### src/rtl/mul_sched_pkg.sv
// Shared types and defaults for the mul_sched round-robin multiplier scheduler.
package mul_sched_pkg;

  localparam int W_DEF    = 16;
  localparam int NREQ_DEF = 4;

  typedef enum logic [2:0] {
    IDLE  = 3'd0,
    LOADA = 3'd1,
    LOADB = 3'd2,
    RUN   = 3'd3,
    RESP  = 3'd4
  } state_e;

  // Requester ID width; at least one bit even for small NREQ.
  function automatic int idWidth(input int n);
    return (n <= 2) ? 1 : $clog2(n);
  endfunction

endpackage

### src/rtl/mul_sched_if.sv
// Requester, response and datapath-control bundle for mul_sched.
interface mul_sched_if #(
  parameter int NREQ = mul_sched_pkg::NREQ_DEF,
  parameter int W    = mul_sched_pkg::W_DEF
);
  localparam int IDW = mul_sched_pkg::idWidth(NREQ);

  logic [NREQ-1:0]   req;
  logic [NREQ*W-1:0] a_in;
  logic [NREQ*W-1:0] b_in;
  logic [NREQ-1:0]   gnt;
  logic              busy;
  logic              resp_valid;
  logic [IDW-1:0]    resp_id;
  logic [W-1:0]      resp_product;
  logic              lda;
  logic              ldb;
  logic              ldp;
  logic              clrp;
  logic              decb;
  logic [W-1:0]      data_in;
  logic              eqz;
  logic [W-1:0]      product;

  modport slave (
    input  req, a_in, b_in, eqz, product,
    output gnt, busy, resp_valid, resp_id, resp_product,
           lda, ldb, ldp, clrp, decb, data_in
  );

  modport master (
    output req, a_in, b_in, eqz, product,
    input  gnt, busy, resp_valid, resp_id, resp_product,
           lda, ldb, ldp, clrp, decb, data_in
  );

endinterface

### src/rtl/mul_sched_rr_arbiter.sv
// Round-robin picker: first requester at or after the pointer, wrapping.
module rr_arbiter #(
  parameter int NREQ = 4,
  parameter int IDW  = 2
) (
  input  logic [NREQ-1:0] req_i,
  input  logic [IDW-1:0]  ptr_i,
  input  logic            en_i,
  output logic [NREQ-1:0] gnt_o,
  output logic [IDW-1:0]  idx_o,
  output logic            any_o
);

  always_comb begin
    int k;
    k     = 0;
    gnt_o = '0;
    idx_o = '0;
    any_o = 1'b0;
    if (en_i) begin
      for (int off = 0; off < NREQ; off++) begin
        k = (int'(ptr_i) + off) % NREQ;
        if (!any_o && req_i[k]) begin
          any_o    = 1'b1;
          gnt_o[k] = 1'b1;
          idx_o    = IDW'(k);
        end
      end
    end
  end

endmodule

### src/rtl/mul_sched.sv
// Round-robin scheduler/sequencer sharing one repeated-addition multiplier.
// Optional MUL_SCHED_OPSWAP_EN puts the smaller operand in the B counter.
module mul_sched
  import mul_sched_pkg::*;
#(
  parameter int NREQ = NREQ_DEF,
  parameter int W    = W_DEF
) (
  input logic       clk,
  input logic       rst,
  mul_sched_if.slave bus
);

  localparam int IDW = idWidth(NREQ);

  state_e          state_q;
  logic [IDW-1:0]  ptr_q, ptr_d;
  logic [IDW-1:0]  id_q;
  logic [W-1:0]    b_q;
  logic [W-1:0]    prod_q;
  logic [W-1:0]    dataIn_q;
  logic [IDW-1:0]  respId_q;
  logic            lda_q, ldb_q, clrp_q, respValid_q;

  logic [NREQ-1:0] winGnt;
  logic [IDW-1:0]  winIdx;
  logic            winAny;
  logic [W-1:0]    selA, selB, capA_d, capB_d;

  // Arbitration is only live in IDLE and is suppressed while reset is held.
  rr_arbiter #(.NREQ(NREQ), .IDW(IDW)) u_arb (
    .req_i (bus.req),
    .ptr_i (ptr_q),
    .en_i  ((state_q == IDLE) && !rst),
    .gnt_o (winGnt),
    .idx_o (winIdx),
    .any_o (winAny)
  );

  assign selA  = bus.a_in[int'(winIdx)*W +: W];
  assign selB  = bus.b_in[int'(winIdx)*W +: W];
  assign ptr_d = (int'(winIdx) == NREQ-1) ? '0 : winIdx + IDW'(1);

`ifdef MUL_SCHED_OPSWAP_EN
  // Smaller operand drives the counter, shortening RUN without changing the product.
  assign capA_d = (selA >= selB) ? selA : selB;
  assign capB_d = (selA >= selB) ? selB : selA;
`else
  assign capA_d = selA;
  assign capB_d = selB;
`endif

  // Outputs for each state are registered on the transition into that state.
  always_ff @(posedge clk or posedge rst) begin
    if (rst) begin
      state_q     <= IDLE;
      ptr_q       <= '0;
      id_q        <= '0;
      b_q         <= '0;
      prod_q      <= '0;
      dataIn_q    <= '0;
      respId_q    <= '0;
      lda_q       <= 1'b0;
      ldb_q       <= 1'b0;
      clrp_q      <= 1'b0;
      respValid_q <= 1'b0;
    end else begin
      lda_q       <= 1'b0;
      ldb_q       <= 1'b0;
      clrp_q      <= 1'b0;
      respValid_q <= 1'b0;
      dataIn_q    <= '0;
      respId_q    <= '0;
      case (state_q)
        IDLE: begin
          if (winAny) begin
            b_q      <= capB_d;
            id_q     <= winIdx;
            ptr_q    <= ptr_d;
            lda_q    <= 1'b1;
            dataIn_q <= capA_d;
            state_q  <= LOADA;
          end
        end
        LOADA: begin
          ldb_q    <= 1'b1;
          clrp_q   <= 1'b1;
          dataIn_q <= b_q;
          state_q  <= LOADB;
        end
        LOADB: state_q <= RUN;
        RUN: begin
          if (bus.eqz) begin
            prod_q      <= bus.product;
            respValid_q <= 1'b1;
            respId_q    <= id_q;
            state_q     <= RESP;
          end
        end
        RESP:    state_q <= IDLE;
        default: state_q <= IDLE;
      endcase
    end
  end

  assign bus.gnt          = winGnt;
  assign bus.busy         = (state_q != IDLE) || winAny;
  assign bus.resp_valid   = respValid_q;
  assign bus.resp_id      = respId_q;
  assign bus.resp_product = prod_q;
  assign bus.lda          = lda_q;
  assign bus.ldb          = ldb_q;
  assign bus.clrp         = clrp_q;
  assign bus.data_in      = dataIn_q;
  assign bus.ldp          = (state_q == RUN) && !bus.eqz;
  assign bus.decb         = (state_q == RUN) && !bus.eqz;

endmodule

### src/flat_wrapper.sv
// flat-port wrapper written by rule: the top's interface ports become plain ports
module mul_sched_flat import mul_sched_pkg::*;
#(
  parameter int NREQ = NREQ_DEF,
  parameter int W    = W_DEF
)
  (clk, rst, bus_req, bus_a_in, bus_b_in, bus_eqz, bus_product, bus_gnt, bus_busy, bus_resp_valid, bus_resp_id, bus_resp_product, bus_lda, bus_ldb, bus_ldp, bus_clrp, bus_decb, bus_data_in);
  mul_sched_if #(.NREQ(NREQ), .W(W)) bus_i ();
  input logic clk;
  input logic rst;
  input wire logic [$bits(bus_i.req)-1:0] bus_req;
  input wire logic [$bits(bus_i.a_in)-1:0] bus_a_in;
  input wire logic [$bits(bus_i.b_in)-1:0] bus_b_in;
  input wire logic [$bits(bus_i.eqz)-1:0] bus_eqz;
  input wire logic [$bits(bus_i.product)-1:0] bus_product;
  output wire logic [$bits(bus_i.gnt)-1:0] bus_gnt;
  output wire logic [$bits(bus_i.busy)-1:0] bus_busy;
  output wire logic [$bits(bus_i.resp_valid)-1:0] bus_resp_valid;
  output wire logic [$bits(bus_i.resp_id)-1:0] bus_resp_id;
  output wire logic [$bits(bus_i.resp_product)-1:0] bus_resp_product;
  output wire logic [$bits(bus_i.lda)-1:0] bus_lda;
  output wire logic [$bits(bus_i.ldb)-1:0] bus_ldb;
  output wire logic [$bits(bus_i.ldp)-1:0] bus_ldp;
  output wire logic [$bits(bus_i.clrp)-1:0] bus_clrp;
  output wire logic [$bits(bus_i.decb)-1:0] bus_decb;
  output wire logic [$bits(bus_i.data_in)-1:0] bus_data_in;
  assign bus_i.req = bus_req;
  assign bus_i.a_in = bus_a_in;
  assign bus_i.b_in = bus_b_in;
  assign bus_i.eqz = bus_eqz;
  assign bus_i.product = bus_product;
  assign bus_gnt = bus_i.gnt;
  assign bus_busy = bus_i.busy;
  assign bus_resp_valid = bus_i.resp_valid;
  assign bus_resp_id = bus_i.resp_id;
  assign bus_resp_product = bus_i.resp_product;
  assign bus_lda = bus_i.lda;
  assign bus_ldb = bus_i.ldb;
  assign bus_ldp = bus_i.ldp;
  assign bus_clrp = bus_i.clrp;
  assign bus_decb = bus_i.decb;
  assign bus_data_in = bus_i.data_in;
  mul_sched #(.NREQ(NREQ), .W(W)) u_core (.clk(clk), .rst(rst), .bus(bus_i));
endmodule
### config.mk
export PLATFORM = sky130hd
export DESIGN_NAME = mul_sched_flat
export DESIGN_NICKNAME = d
export VERILOG_FILES = /design/src/rtl/mul_sched_pkg.sv /design/src/rtl/mul_sched_if.sv /design/src/rtl/mul_sched_rr_arbiter.sv /design/src/rtl/mul_sched.sv /design/src/flat_wrapper.sv
export SDC_FILE = /design/constraint.sdc
export NUM_CORES = 1
export LEC_CHECK = 0
export ABC_AREA = 1
export BUFFER_PORTS_ARGS = -buffer_cell sky130_fd_sc_hd__buf_2
export CORE_MARGIN = 2
export CORE_UTILIZATION = 52
export DETAILED_ROUTE_END_ITERATION = 8
export PLACE_DENSITY = 0.88
export SETUP_SLACK_MARGIN = 0.3
export SLEW_MARGIN = 25
export SYNTH_ARGS = -nofsm -noshare
export SYNTH_HDL_FRONTEND = slang
export SYNTH_SLANG_ARGS = --single-unit
### constraint.sdc
create_clock -name clk -period 4.29 [get_ports clk]
set_input_delay 0.429 -clock clk [delete_from_list [all_inputs] [get_ports clk]]
set_output_delay 0.429 -clock clk [all_outputs]
set_load 0.005 [all_outputs]
==> flow_metrics.py, run 1 <==
metrics = {
    "status": {
        "status": "finished clean",
    },
    "timing": {
        "max_freq_mhz": 309.2,
        "slew_violations": 0,
        "setup_tns_ps": 0,
        "rsz0062_at_grt": "false",
        "finalClockSkew_ps": 12.35,
        "worst_slack_ps": 1056,
        "finalSetupViolations": 0,
        "min_period_over_period_pct": 75.38,
        "post-route-min-period_ps": 3234,
        "finalHoldViolCount": 0,
        "relSlewSlack_pct": 54.31,
        "tightest_slew_ps": 683.7,
    },
    "routing": {
        "drc": 0,
        "wl_per_cell_um": 13.99,
        "wl_um": 12940,
        "num_vias": 4827,
        "antenna_left": 0,
        "drtPass1Iterations": 5,
        "viasPerCell": 5.218,
        "drt-initial-drc-count": 314,
    },
    "die": {
        "io_pins": 196,
        "rows": 33,
        "core-area_um2": 8093,
        "dieArea_um2": 8965,
        "start_util_pct": 52.84,
        "dieWidth_um": 94.69,
        "dieHeight_um": 94.69,
    },
    "grt": {
        "grt_overflow_total": 0,
        "grt_max_degree": 69,
        "grt.total_usage_pct": 28.62,
        "grt_pass1_vias": 4353,
        "antenna_found_initial": 0,
        "grt_pass1_wl_um": 20380,
    },
    "yosys": {
        "synthFlopType": "dfrtp_1",
        "yosysSeqAreaShare_pct": 35.11,
        "syn_inst": 646,
        "synth_cell_types": 31,
        "synthesis.nets": 805,
        "synth_edf_count": 0,
        "synth_warnings": 0,
        "syn_area_per_cell_um2": 6.620,
        "synthArstFlopShare_pct": 100.0,
        "synth_seq_cells": 60,
        "synth_area_um2": 4277,
    },
    "critical_path": {
        "r2r_slack_ps": 1060,
        "r2r_cells": 14,
        "crit_fanout": 32,
        "crit_required_ps": 4560,
        "crit_type": "reg2reg",
        "reg2reg_to": "u_core.b_q[0]$_DFFE_PP0P_",
        "arrival_ps": 3510,
        "worstReg2RegStart": "u_core.ptr_q[0]$_DFFE_PP0P_",
        "critPathCaptureType": "flip-flop",
        "start_kind": "flip-flop",
    },
    "clock_network": {
        "cts_sinks": 60,
        "root_buffer": "clkbuf_8",
        "cts_tree": "built",
        "post_cts_resized": 0,
        "cts_max_path_buffers": 2,
        "h-tree-depth": 3,
        "cts.clk_slew.worst_paths_ps": 80,
        "numCtsBuffers": 9,
        "clk_latency_ps": 340,
        "post_cts_buffers": 0,
    },
    "finish": {
        "num-nets-final": 974,
        "n_antenna_cell": 0,
        "area_growth_pct": 26.68,
        "num-fill-cells": 725,
        "drive_gt1_share_pct": 29.39,
    },
    "placement": {
        "port_buffers": 195,
        "place_ws_ps": 1103,
        "place_congestion": 0.8414,
        "dp_hpwl_um": 9443,
    },
    "power": {
        "ir_worst_vdd_mv": 0.3768,
        "power.leakage_nw": 3.343,
        "power_density_nw_per_um2": 665.7,
    },
    "worst_hold_path": {
        "min_path_cells": 3,
        "min_from": "bus_product[13]",
        "hold_class": "in2reg",
        "whs_endpoint": "u_core.bus.resp_product[13]$_DFFE_PP0P_",
    },
    "flow_run": {
        "cap_violations": 0,
    },
}
-- layer usage --
layer / share of wire, % / up-vias / global-route usage, %
met5: 0 / - / 0
met4: 1.5 / 0 / 10.63
met3: 9.0 / 20 / 3.831
met2: 47 / 263 / 47.64
met1: 42 / 2133 / 38.02
li1: - / 2411 / -
-- stage by stage --
step                util [%]  std cells  hold slack, ps  total power [mW]  cell area [µm²]
finish                 66.95        925           284.2             3.607             5418
global route           66.95        925           277.5             3.927             5418
CTS                    66.91        925           270.2             3.607             5415
detailed placement     64.04        908           361.5             3.023             5182
global placement       64.04        908           360.4             2.963             5182
floorplan                  -        646           449.2             2.508             4277
-- critical path, stage by stage, from the launching register on --
cell     delay, ps
dfrtp_1        630
inv_2          200
ha_1           380
inv_1          130
nand3_2        130
nand2_4        130
nand4_4        140
nand2_2        100
nand3_2        510
buf_4          440
nand2_1         80
nand3_1         60
nand2_1        120
nand2_1         60
nand2_1         70
-- worst max path at each step --
stage	from	end	slack, ps	cells past startpoint
2_1_floorplan	u_core.ptr_q[1]$_DFFE_PP0P_	bus_busy	1970	9
3_3_place_gp	u_core.ptr_q[0]$_DFFE_PP0P_	u_core.b_q[6]$_DFFE_PP0P_	1230	14
3_5_place_dp	u_core.ptr_q[0]$_DFFE_PP0P_	u_core.bus.data_in[11]$_DFF_PP0_	1100	13
4_1_cts	u_core.ptr_q[0]$_DFFE_PP0P_	bus_busy	1080	9
5_1_grt	u_core.ptr_q[0]$_DFFE_PP0P_	u_core.b_q[7]$_DFFE_PP0P_	770	15
6_report	u_core.ptr_q[0]$_DFFE_PP0P_	u_core.b_q[0]$_DFFE_PP0P_	1060	14
-- state kept, by name, indices dropped and copies added (netlist names) --
signal	cells
u_core.b_q	16
u_core.bus.ldb	1
u_core.state_q	3
u_core.ptr_q	2
u_core.bus.lda	1
u_core.bus.resp_valid	1
u_core.bus.data_in	16
u_core.id_q	2
u_core.bus.resp_id	2
u_core.bus.resp_product	16
-- layout make-up --
type                            instances  area [µm²]  share of cell area, %
Clock buffer                            9       123.9                  2.286
Clock inverter                          7       98.84                  1.824
Inverter                               96       362.8                  6.697
Multi-Input combinational cell        445        2161                  39.88
Sequential cell                        60        1501                  27.71
Tap cell                              105       131.4                  2.425
Timing Repair Buffer                  203        1039                  19.17
-- report_power, final --
group | leakage, nW | switching (mW) | internal (mW)
logic | 2.46 | 1.39 | 0.668
registers | 0.769 | 0.155 | 0.823
clock network | 0.110 | 0.242 | 0.330
total | 3.34 | 1.79 | 1.82
-- Yosys cell counts, types with 4 or more instances --
cell / instances / area share (%)
a21oi_1: 4 / 0.47
nand2_1: 238 / 21
clkbuf_1: 8 / 0.70
ha_1: 8 / 2.3
buf_2: 22 / 2.6
nand4_1: 66 / 9.7
o21ai_0: 9 / 1.1
nand3_1: 87 / 10
dfrtp_1: 60 / 35
nand3_2: 5 / 1.2
inv_1: 89 / 7.8
inv_2: 5 / 0.44
nor2_1: 7 / 0.61
buf_4: 10 / 1.8
-- placed cells by master, fill, tap and decap left out, types with 2 or more instances in the layout --
master,n
o21ai_1,2
buf_4,7
nand3_2,5
buf_2,195
nand4_1,66
o21ai_0,9
nand2_1,237
ha_1,8
nand3_1,87
a31oi_1,3
nand2_2,4
clkbuf_8,9
a21oi_1,4
inv_2,6
o22ai_1,3
dfrtp_1,60
bufinv_16,2
inv_1,88
nand2_4,2
clkinv_4,2
nor2_1,6
-- what timing repair did --
item | 4_1_cts | 5_1_grt
endpoints found under the hold margin | 7 | 0
setup endpoints to repair | 0 | 0
hold buffers | 1 | 0
-- logic make-up after synthesis --
family                   count (synthesis)  synth area share [%]
AO/OA/AOI/OAI                           23                 3.014
adder cells (fa/ha/maj)                  8                 2.341
buffers and inverters                  141                 14.48
flip-flops                              60                 35.11
AND/OR/NAND/NOR                        414                 45.06
(Power assumes the default switching activity.)
==> run 2, diff against run 1 <==
--- a/config.mk
+++ b/config.mk
@@ -8,9 +8,9 @@
 export ABC_AREA = 1
 export BUFFER_PORTS_ARGS = -buffer_cell sky130_fd_sc_hd__buf_2
 export CORE_MARGIN = 2
-export CORE_UTILIZATION = 52
+export CORE_UTILIZATION = 43
 export DETAILED_ROUTE_END_ITERATION = 8
-export PLACE_DENSITY = 0.88
+export PLACE_DENSITY = 0.77
 export SETUP_SLACK_MARGIN = 0.3
 export SLEW_MARGIN = 25
 export SYNTH_ARGS = -nofsm -noshare
==> constraint.sdc (replaced) <==
create_clock -name clk -period 2.74 [get_ports clk]
set_input_delay 0.274 -clock clk [delete_from_list [all_inputs] [get_ports clk]]
set_output_delay 0.274 -clock clk [all_outputs]
set_load 0.005 [all_outputs]
==> run 2 against run 1 <==
Compared with the run above:
- cell count up 4.6%
- global-route usage down 4.5 points
- highest routed layer is now met5
- largest cell class unchanged
- critical path depth down 1
- sequential cell count unchanged
- sequential power up 50%
- design area up 4.4%
- largest power group unchanged
==> flow_metrics.py, run 2 (same netlist as run 1, synthesis figures left out) <==
metrics = {
    "critical_path": {
        "crit_required_ps": 2470,
        "crit_type": "reg2out",
        "worstReg2RegStart": "u_core.ptr_q[0]$_DFFE_PP0P_",
        "critPathCaptureType": "primary output",
        "r2r_slack_ps": 460,
        "reg2reg_to": "u_core.bus.data_in[15]$_DFF_PP0_",
        "r2r_cells": 14,
        "cp_common_cell": "inv_1",
        "critPathSlowestCell": "dfrtp_1",
        "path_cells": "buf_4, buf_12, nand2_2, nand3_2, nand2_4, nor2_4, inv_1, o22ai_1, a31oi_1, o21ai_0, nand2_1, inv_1, buf_2",
        "critPathCapture": "bus_gnt[1]",
        "arrival_ps": 2070,
        "critical_path.max_stage_delay_ps": 420,
        "crit_fanout": 14,
        "critPathLaunch": "u_core.ptr_q[0]$_DFFE_PP0P_",
        "start_kind": "flip-flop",
    },
    "placement": {
        "dpl-instance-area_um2": 5330,
        "place_ws_ps": 277.5,
        "port_buffers": 195,
        "dp_hpwl_um": 9771,
        "dpl.cell_count": 946,
        "place_congestion": 0.9368,
    },
    "power": {
        "p_clk_share_pct": 12.0,
        "power_density_nw_per_um2": 1050,
        "power_mw": 5.939,
        "sw_frac_of_total_pct": 49.98,
        "pwr-share-comb_pct": 63.3,
        "internal_power_mw": 2.971,
        "seqPwrFrac_pct": 24.7,
        "ir_worst_vdd_mv": 0.5409,
        "p_sw_mw": 2.968,
        "power.leakage_nw": 3.433,
    },
    "clock_network": {
        "cts_max_path_buffers": 2,
        "cts_tree": "built",
        "root_buffer": "clkbuf_8",
        "h-tree-depth": 3,
        "clk_latency_ps": 340,
        "numCtsBuffers": 9,
        "cts_sinks": 60,
        "cts.clk_slew.worst_paths_ps": 80,
    },
    "timing": {
        "relSlewSlack_pct": 57.43,
        "post-route-min-period_ps": 2344,
        "min_period_over_period_pct": 85.55,
        "finalHoldViolCount": 0,
        "tightest_slew_ps": 637.7,
        "holdWs_ps": 54.67,
        "max_freq_mhz": 426.6,
        "worst_slack_ps": 395.9,
        "slew_violations": 0,
        "setup_tns_ps": 0,
        "rsz0062_at_grt": "false",
        "finalClockSkew_ps": 11.05,
        "finalSetupViolations": 0,
    },
    "finish": {
        "instances_no_fill": 968,
        "utilization_pct": 58.15,
        "n_antenna_cell": 0,
        "final_common_cell": "nand2_1",
        "num-nets-final": 989,
        "final_cell_area_um2": 5658,
        "layout_common_cells": "232 x nand2_1, 195 x buf_2, 87 x nand3_1",
        "area_growth_pct": 32.30,
        "drive_gt1_share_pct": 31.74,
    },
    "die": {
        "start_util_pct": 43.96,
        "rows": 36,
        "io_pins": 196,
        "dieArea_um2": 10760,
        "dieWidth_um": 103.7,
        "dieHeight_um": 103.7,
        "core-area_um2": 9729,
    },
    "routing": {
        "drc": 0,
        "drtPass1Iterations": 5,
        "viasPerCell": 5.062,
        "antenna_left": 0,
        "num_vias": 4900,
        "drt-initial-drc-count": 285,
        "wl_per_cell_um": 14.11,
        "wl_um": 13660,
    },
    "status": {
        "status": "finished clean",
    },
    "flow_run": {
        "cap_violations": 0,
    },
    "grt": {
        "grt_max_degree": 69,
        "grt.total_usage_pct": 24.12,
        "antenna_found_initial": 1,
        "grt_pass1_wl_um": 21260,
        "grt_overflow_total": 0,
        "grt_pass1_vias": 4540,
    },
    "worst_hold_path": {
        "hold_class": "in2async",
    },
}
-- run 2: worst min path at each step --
stage	from	end	slack [ps]	cells past startpoint
after floorplan	bus_product[0]	u_core.bus.resp_product[0]$_DFFE_PP0P_	380	2
after global placement	rst	u_core.state_q[0]$_DFFE_PP0P_	430	2
after detailed placement	rst	u_core.state_q[0]$_DFFE_PP0P_	430	2
after CTS	rst	u_core.state_q[0]$_DFFE_PP0P_	60	2
after global routing	rst	u_core.state_q[1]$_DFFE_PP0P_	110	2
final	rst	u_core.bus.data_in[5]$_DFF_PP0_	50	2
-- run 2: worst max-delay path, delay by kind of cell (launching register included) --
family / cells / cell delay [ps]
buffers and inverters: 5 / 510
AND/OR/NAND/NOR: 5 / 490
flip-flops: 1 / 420
AO/OA/AOI/OAI: 3 / 300
-- run 2: cell type report --
| cell class | instances | area [µm²] |
|---|---|---|
| fillers | 957 | 4071 |
| multi-input cells | 445 | 2215 |
| clock inverters | 7 | 51.30 |
| inverters | 96 | 367.9 |
| clock buffers | 9 | 123.9 |
| flip-flops and latches | 60 | 1501 |
| repair buffers | 218 | 1232 |
| well taps | 133 | 166.4 |
-- run 2: repair_timing --
action,in CTS,in global routing
hold buffers,0,0
resized for setup,5,19
cloned,0,1
buffers inserted,2,3
endpoints found under the setup margin,21,38
pin swaps,1,6
-- run 2: power by group through the flow --
stage	Combinational, mW	Sequential, mW	Clock, mW
finish	3.76	1.47	0.712
global route	4.16	1.51	0.761
global placement	3.37	1.46	0
detailed placement	3.41	1.48	0
floorplan	2.42	1.51	0
CTS	3.49	1.46	0.733
-- run 2: metal layers --
layer | routed length (µm) | global-route usage (%) | share of wire (%)
met1 | 5709 | 31.14 | 42
met2 | 6212 | 39.40 | 45
met3 | 1388 | 4.972 | 10
met4 | 332 | 10.14 | 2.4
met5 | 13 | 0 | 0.095
